`config.mk`:
```
export PLATFORM = sky130hd
export DESIGN_NAME = enigma_stepper
export DESIGN_NICKNAME = d
export VERILOG_FILES = /design/src/rtl/enigma_stepper.sv
export SDC_FILE = /design/constraint.sdc
export NUM_CORES = 1
export LEC_CHECK = 0
export BUFFER_PORTS_ARGS = -buffer_cell sky130_fd_sc_hd__buf_2
export CORE_AREA = 2 2 66 62
export CTS_BUF_LIST = sky130_fd_sc_hd__clkbuf_4
export CTS_CLUSTER_DIAMETER = 120
export CTS_CLUSTER_SIZE = 8
export DETAILED_ROUTE_END_ITERATION = 12
export DIE_AREA = 0 0 68 64
export PLACE_DENSITY = 0.85
export SETUP_SLACK_MARGIN = 0.02
export SLEW_MARGIN = 20
export SYNTH_ARGS = -nofsm -noshare
export SYNTH_HDL_FRONTEND = slang
export SYNTH_SLANG_ARGS = --single-unit
```
`constraint.sdc`:
```
create_clock -name clk -period 2.2 [get_ports clk]
set_clock_uncertainty 0.05 [all_clocks]
set_input_delay 0.22 -clock clk [delete_from_list [all_inputs] [get_ports clk]]
set_output_delay 0.22 -clock clk [all_outputs]
set_load 0.05 [all_outputs]
```
`src/rtl/enigma_stepper.sv`:
```
// Enigma keystroke controller: holds three rotor positions, steps them odometer-style
// (with the rotor-2 double step) per key, and hands the datapath result downstream.
module enigma_stepper #(
    parameter logic [4:0] NOTCH1 = 5'd16,
    parameter logic [4:0] NOTCH2 = 5'd4,
    parameter logic [4:0] NOTCH3 = 5'd21
) (
    input  logic       clk,
    input  logic       rst_n,
    input  logic       load,
    input  logic [4:0] load_r1,
    input  logic [4:0] load_r2,
    input  logic [4:0] load_r3,
    output logic       load_err,
    input  logic       key_valid,
    input  logic [4:0] key_in,
    output logic       key_ready,
    output logic [4:0] r1,
    output logic [4:0] r2,
    output logic [4:0] r3,
    output logic [4:0] enc_in,
    input  logic [4:0] enc_out,
    output logic       out_valid,
    output logic [4:0] out_char,
    input  logic       out_ready,
    output logic       out_err,
    output logic       notch3_hit
);

    // state | meaning
    // IDLE  | waiting for load or key
    // STEP  | advance rotors from pre-step positions
    // ENC   | datapath settled on new positions; capture result
    // DONE  | result offered downstream until out_ready
    typedef enum logic [1:0] {IDLE, STEP, ENC, DONE} state_t;

    state_t state, state_nxt;
    logic   key_acc;
    logic   key_ok;
    logic   load_ok;

    function automatic logic [4:0] inc26(input logic [4:0] v);
        return (v == 5'd25) ? 5'd0 : v + 5'd1;
    endfunction

    assign key_ok     = (key_in <= 5'd25);
    assign load_ok    = (load_r1 <= 5'd25) && (load_r2 <= 5'd25) && (load_r3 <= 5'd25);
    assign key_acc    = key_valid && key_ready;
    assign out_valid  = (state == DONE);
    assign notch3_hit = (r3 == NOTCH3);

    always_ff @(posedge clk or negedge rst_n) begin
        if (!rst_n) state <= IDLE;
        else        state <= state_nxt;
    end

    always_comb begin
        state_nxt = state;
        key_ready = 1'b0;
        case (state)
            IDLE: begin
                // load wins over a key offered in the same cycle
                key_ready = !load;
                if (key_acc && key_ok) state_nxt = STEP;
            end
            STEP: state_nxt = ENC;
            ENC:  state_nxt = DONE;
            DONE: if (out_ready) state_nxt = IDLE;
            default: state_nxt = IDLE;
        endcase
    end

    always_ff @(posedge clk or negedge rst_n) begin
        if (!rst_n) begin
            r1       <= 5'd0;
            r2       <= 5'd0;
            r3       <= 5'd0;
            enc_in   <= 5'd0;
            out_char <= 5'd0;
            load_err <= 1'b0;
            out_err  <= 1'b0;
        end else begin
            load_err <= 1'b0;
            out_err  <= 1'b0;
            case (state)
                IDLE: begin
                    if (load) begin
                        if (load_ok) begin
                            r1 <= load_r1;
                            r2 <= load_r2;
                            r3 <= load_r3;
                        end else begin
                            load_err <= 1'b1;
                        end
                    end else if (key_acc) begin
                        if (key_ok) enc_in  <= key_in;
                        else        out_err <= 1'b1;
                    end
                end
                STEP: begin
                    // all decisions use pre-step positions; r2 at its notch kicks itself too
                    r1 <= inc26(r1);
                    if ((r1 == NOTCH1) || (r2 == NOTCH2)) r2 <= inc26(r2);
                    if (r2 == NOTCH2) r3 <= inc26(r3);
                end
                ENC: out_char <= enc_out;
                default: ;
            endcase
        end
    end

endmodule

```
==> results of run 1 <==
-- state kept, by name, summed over array words and instances (netlist names) --
register and flops:
enc_in 5, load_err 1, out_char 5, out_err 1, r1 5, r2 5
r3 5, state 2
-- per-stage QoR --
| step | hold WS [ns] | worst slack (ns) | power, mW | cells |
|---|---|---|---|---|
| 2_1_floorplan | -0.126 | 0.128 | 3.06 | 158 |
| 3_3_place_gp | 0.235 | 0.322 | 3.50 | 258 |
| 3_5_place_dp | 0.235 | 0.254 | 3.57 | 258 |
| 4_1_cts | 0.0799 | 0.253 | 3.89 | 267 |
| 5_1_grt | 0.0723 | 0.118 | 4.12 | 267 |
| 6_report | 0.0925 | 0.232 | 3.87 | 267 |
-- layout by cell type (no fill, tap or decap), types with 2 or more instances in the layout --
master     count
a211oi_1       2
a21oi_1        4
a21oi_4        2
a221oi_1       2
a222oi_1       2
a22o_1         3
a22o_2         3
a22oi_1        2
a41oi_2        2
and3_1         2
buf_2         59
clkbuf_4       6
clkinv_2       2
dfrtp_1       29
ha_1          13
inv_1         18
mux2_1         3
mux2_2         9
mux2_4         3
mux2i_1        2
nand2_1        8
nand3_1        6
nor2_1         3
o211ai_2       3
o22ai_1        2
o2bb2ai_1      6
o31ai_1        3
xnor2_1        2
-- kinds of logic (layout without fill, tap and decap cells) --
family / count (synthesis) / count (layout) / synth area share, %
compound gates: 42 / 42 / 21.1
xor+xnor: 2 / 2 / 0.964
fa+ha+maj: 13 / 13 / 8.95
buf+inv: 24 / 87 / 6.19
flops: 29 / 29 / 39.9
mux: 17 / 17 / 11.0
simple gates: 31 / 31 / 11.8
-- cells in the mapped netlist, types with 2 or more instances --
cell,instances
o22ai_1,2
a41oi_2,2
a222oi_1,2
clkbuf_1,2
nor2_1,3
mux2_4,3
nand2_1,8
xnor2_1,2
a21oi_1,4
and3_1,2
inv_1,18
a21oi_4,2
nor3_1,2
buf_6,3
dfrtp_1,29
mux2i_1,2
a22oi_1,2
o2bb2ai_1,6
a22o_2,3
o211ai_2,3
a221oi_1,2
mux2_2,9
a22o_1,3
ha_1,13
nand3_1,6
a211oi_1,2
o31ai_1,3
mux2_1,3
-- layout make-up --
class | count | area (µm²) | area share (%)
clock buffer | 6 | 45.0 | 2.05
tap | 46 | 57.6 | 2.62
multi-input combinational | 105 | 985 | 44.8
clock inverter | 2 | 10.0 | 0.455
sequential | 29 | 726 | 33.0
inverter | 19 | 71.3 | 3.24
timing repair buffer | 60 | 305 | 13.9
-- path summary, 6_finish.rpt --
check,endpoint,slack [ns],startpoint,depth (start not counted)
setup / recovery,r2[3]$_DFFE_PN0P_,0.23,state[1]$_DFFE_PN0P_,6
hold / removal,out_char[4]$_DFFE_PN0P_,0.09,enc_out[4],2
setup reg to reg,r2[3]$_DFFE_PN0P_,0.23,state[1]$_DFFE_PN0P_,6
hold reg to reg,enc_in[2]$_DFFE_PN0P_,0.46,enc_in[2]$_DFFE_PN0P_,1
max in group asynchronous,out_char[2]$_DFFE_PN0P_,1.26,rst_n,2
min in group asynchronous,r3[4]$_DFFE_PN0P_,0.41,rst_n,2
-- power by group --
part           switching (mW)  internal (mW)
logic                    1.68          0.823
clock network           0.175          0.134
registers               0.263          0.794
total                    2.12           1.75
-- per-layer routing --
metal | wire (µm) | vias to the layer above
met4 | 135 | 0
met1 | 1720 | 711
met3 | 221 | 12
met2 | 1930 | 61
li1 | - | 720
met5 | 0 | -
-- what timing repair did --
action | in CTS | in global routing
gates resized for setup | 0 | 0
endpoints found under the hold margin | 29 | 0
hold buffers | 1 | 0
==> results.yml, run 1 <==
worst_setup_path:
  cpPeakStageDelay_ns: 0.39
  startpoint_type: "flip-flop"
  cp_num_buf_inv: 2
  crit_chain: "inv_1, ha_1, inv_2, nor3_4, a21oi_4, mux2_4"
  crit_type: "flip-flop to flip-flop"
  path_max_fanout: 23
  crit_family: "buffers and inverters"
  end_kind: "flip-flop"
  arrival_ns: 2.12
  cp_slowest_cell: "dfrtp_1"
  crit_required_ns: 2.35
timing:
  setup_viol: 0
  grt_setup_unrepaired: "no"
  slew_headroom_pct: 56.3
  fin_crit_sh_pct: 89.4
  min_period_ns: 1.97
  clock.fmax_mhz: 508
  maxSlewViolCount: 0
  finalSetupTns_ns: 0
  hold_viol: 0
  worstMarginPinSlew_ns: 0.655
placed_design:
  dpl_cell_area_um2: 2130
  numPortBuffers: 59
  hpwl_um: 3170
  gp_routability_congestion: 0.847
global_routing:
  use_met2_pct: 31.2
  grt_overflow: 0
  use_met1_pct: 26.2
  gr-max-usage-layer: "met2"
  track_usage_pct: 20.0
  grt_max_degree: 30
  grt_pass1_wl_um: 6620
  grtUsageMet3_pct: 3.70
  grt_pass1_vias: 1442
  antenna_found_initial: 0
synth:
  synth.largest_area_cell: "dfrtp_1"
  syn-instance-count: 158
  yosysSeqAreaShare_pct: 39.9
  ys_async_sr_fraction_pct: 100
  syn-mean-instance-area_um2: 11.5
  synth_ff_type: "dfrtp_1"
  ys_types: 45
  syn_area_um2: 1820
  yosysWarnings: 0
  synth.top_cell.area_share_pct: 39.9
  synthTopCellsByArea: "dfrtp_1 (40%), ha_1 (8.9%), mux2_2 (5.6%)"
  ys_ff_latch: 29
  synth_edf_count: 0
  synth_fp_nets: 201
floorplanning:
  num_io_pins: 60
  die-area_um2: 4350
  dieHeight_um: 64
  core_area_um2: 3630
  die_x_um: 68
  initial_utilization_pct: 50.1
  fp-row-count: 21
job:
  maxCapViolations: 0
drt:
  routedWlPerCell_um: 15.0
  via_per_inst: 5.63
  dr.pass1.iters: 6
  ant_nets: 0
  drt-initial-drc-count: 133
  routed_wl_um: 4010
  vias: 1504
  drc: 0
cells_and_area:
  final_util_pct: 60.7
  num-nets-final: 263
  design_area_um2: 2200
  n_antenna_cell: 0
  syn2layout_area_growth_pct: 21.0
  fill_cells: 303
  drive_gt1_share_pct: 44.3
cts:
  root_buffer: "clkbuf_4"
  clk_latency_ns: 0.31
  h-tree-depth: 2
  clock-sinks: 29
  cts_buffer_depth: 2
  numCtsBuffers: 5
  cts_tree: "yes"
  post_cts_buffers: 0
  clk_pin_slew_ns: 0.09
status:
  status: "finished clean"
min_path:
  hp-class: "input port to flip-flop"
power:
  ir_worst_vdd_uv: 701
  powerDensity_nw_per_um2: 1760
  leakage_nw: 1.08
Note: power is estimated with default switching activity, not from simulation.
==> inputs of run 2 (changes only) <==
==> constraint.sdc (replaced) <==
create_clock -name clk -period 2.2 [get_ports clk]
set_clock_uncertainty 0.05 [all_clocks]
set_input_delay 0 -clock clk [delete_from_list [all_inputs] [get_ports clk]]
set_output_delay 0 -clock clk [all_outputs]
set_load 0.05 [all_outputs]
==> run 2 against run 1 <==
Against the previous run:
- sequential power about the same
- count of clock-buffer cells in the layout shrank 1
- global-route usage up 4.7 points
- non-clock buffer count up 28
==> results.yml, run 2 (same netlist as run 1, synthesis figures left out) <==
cells_and_area:
  design_area_um2: 2470
  n_antenna_cell: 0
  final_cell_mix: "buf_2 (59), dfrtp_1 (29), dlygate4sd3_1 (27)"
  num-nets-final: 291
  multiInputGateArea_um2: 980
  drive_gt1_share_pct: 39.8
  fill_cells: 286
  final_common_cell: "buf_2"
  seqCellArea_um2: 726
  final_util_pct: 68.3
  layout.cells.non_filler: 295
  syn2layout_area_growth_pct: 36.1
drt:
  routedWlPerCell_um: 17.1
  drc: 0
  ant_nets: 0
  dr.pass1.iters: 4
  drt-initial-drc-count: 171
  via_per_inst: 5.57
  routed_wl_um: 5060
  vias: 1642
floorplanning:
  num_io_pins: 60
  dieHeight_um: 64
  initial_utilization_pct: 50.1
  die-area_um2: 4350
  die_x_um: 68
  core_area_um2: 3630
  fp-row-count: 21
timing:
  maxSlewViolCount: 0
  grt_setup_unrepaired: "no"
  clock.fmax_mhz: 499
  whs_ns: 0.00207
  worstMarginPinSlew_ns: 0.652
  setup_viol: 0
  setup_slack_ns: 0.196
  finalSetupTns_ns: 0
  min_period_ns: 2.00
  slew_headroom_pct: 56.6
  hold_viol: 0
  fin_crit_sh_pct: 91.1
power:
  switching_share_pct: 55.6
  leakage_nw: 1.19
  ir_worst_vdd_uv: 898
  p_int_mw: 1.79
  p_switching_mw: 2.24
  p_clk_share_pct: 8.4
  power_frac_comb_pct: 64.9
  powerDensity_nw_per_um2: 1620
  pwr-share-seq_pct: 26.6
  design_power_total_mw: 4.02
job:
  maxCapViolations: 0
global_routing:
  track_usage_pct: 24.7
  grt_max_degree: 30
  grt_pass1_vias: 1636
  grt_pass1_wl_um: 7810
  antenna_found_initial: 0
  grt_overflow: 0
worst_setup_path:
  timing.rr.end: "r3[1]$_DFFE_PN0P_"
  rr_startpoint: "state[1]$_DFFE_PN0P_"
  startpoint: "state[1]$_DFFE_PN0P_"
  crit_end: "r3[1]$_DFFE_PN0P_"
  crit_type: "flip-flop to flip-flop"
  path_max_fanout: 23
  crit_chain: "inv_1, ha_1, inv_2, nor2_4, a21oi_4, mux2_1"
  startpoint_type: "flip-flop"
  worstRegToRegCells: 6
  cp_slowest_cell: "dfrtp_1"
  arrival_ns: 2.17
  crit_required_ns: 2.37
  end_kind: "flip-flop"
  cpPeakStageDelay_ns: 0.41
  regToRegSetupSlack_ns: 0.20
placed_design:
  pre_cts_ws_ns: 0.230
  hpwl_um: 3300
  numPortBuffers: 59
  dp_cells: 258
  dpl_cell_area_um2: 2130
  gp_routability_congestion: 0.855
cts:
  clk_latency_ns: 0.34
  clock-sinks: 29
  clk_pin_slew_ns: 0.11
  cts_tree: "yes"
  numCtsBuffers: 5
  cts_buffer_depth: 2
  root_buffer: "clkbuf_4"
  h-tree-depth: 2
status:
  status: "finished clean"
min_path:
  hp-class: "input port to flip-flop"
## run 2: cell types whose count changed in the layout (fill, tap and decap cells not counted)
cell,previous run,this run
clkinvlp_4,0,3
dlygate4sd3_1,1,27
clkbuf_4,6,5
nor3_1,1,2
buf_4,0,2
nor3_2,1,0
clkinv_2,2,0
## run 2: how the worst min path moves through the flow
stage | startpoint | end | slack (ns) | cells past startpoint
floorplan | rst_n | enc_in[0]$_DFFE_PN0P_ | -0.35 | 0
global placement | rst_n | r1[2]$_DFFE_PN0P_ | 0.01 | 1
detailed placement | rst_n | r1[3]$_DFFE_PN0P_ | 0.02 | 1
CTS | load_r2[3] | r2[3]$_DFFE_PN0P_ | 0.006 | 3
global route | load_r2[4] | r2[4]$_DFFE_PN0P_ | 0.02 | 3
finish | load_r2[4] | r2[4]$_DFFE_PN0P_ | 0.002 | 3
## run 2: power by group through the flow
stage / clock network [mW] / logic (mW) / registers [mW]
floorplan: 0 / 1.22 / 1.84
detailed placement: 0 / 2.51 / 1.06
CTS: 0.347 / 2.55 / 1.06
global placement: 0 / 2.44 / 1.05
global route: 0.366 / 2.77 / 1.10
finish: 0.339 / 2.61 / 1.07
## run 2: what timing repair did
item,CTS,global route
endpoints found under the setup margin,0,5
buffers inserted,0,2
hold endpoints to repair,52,1
hold buffers,26,1
resized for setup,0,0
## run 2: cell type report
class                           count  area share (%)
Clock buffer                        5            1.52
Clock inverter                      3           0.910
Inverter                           19            2.88
Multi-Input combinational cell    105            39.6
Sequential cell                    29            29.3
Tap cell                           46            2.33
Timing Repair Buffer               88            23.5
## run 2: per-layer routing
layer / vias to the layer above / routed length [µm] / share of wire (%) / global-route usage, %
met5: - / 0 / 0 / 0
met4: 0 / 162 / 3.2 / 14.0
met3: 14 / 248 / 4.9 / 6.16
met2: 60 / 2640 / 52 / 41.4
met1: 793 / 2000 / 40 / 28.0
li1: 775 / - / - / -
## run 2: worst max-delay path: cells and delay by family (launching register included)
family / cells / cell delay [ns]
buffers and inverters: 2 / 0.49
and+or+nand+nor: 1 / 0.11
AOI/OAI and AO/OA: 1 / 0.20
DFF: 1 / 0.41
adders and majority gates: 1 / 0.29
muxes: 1 / 0.34
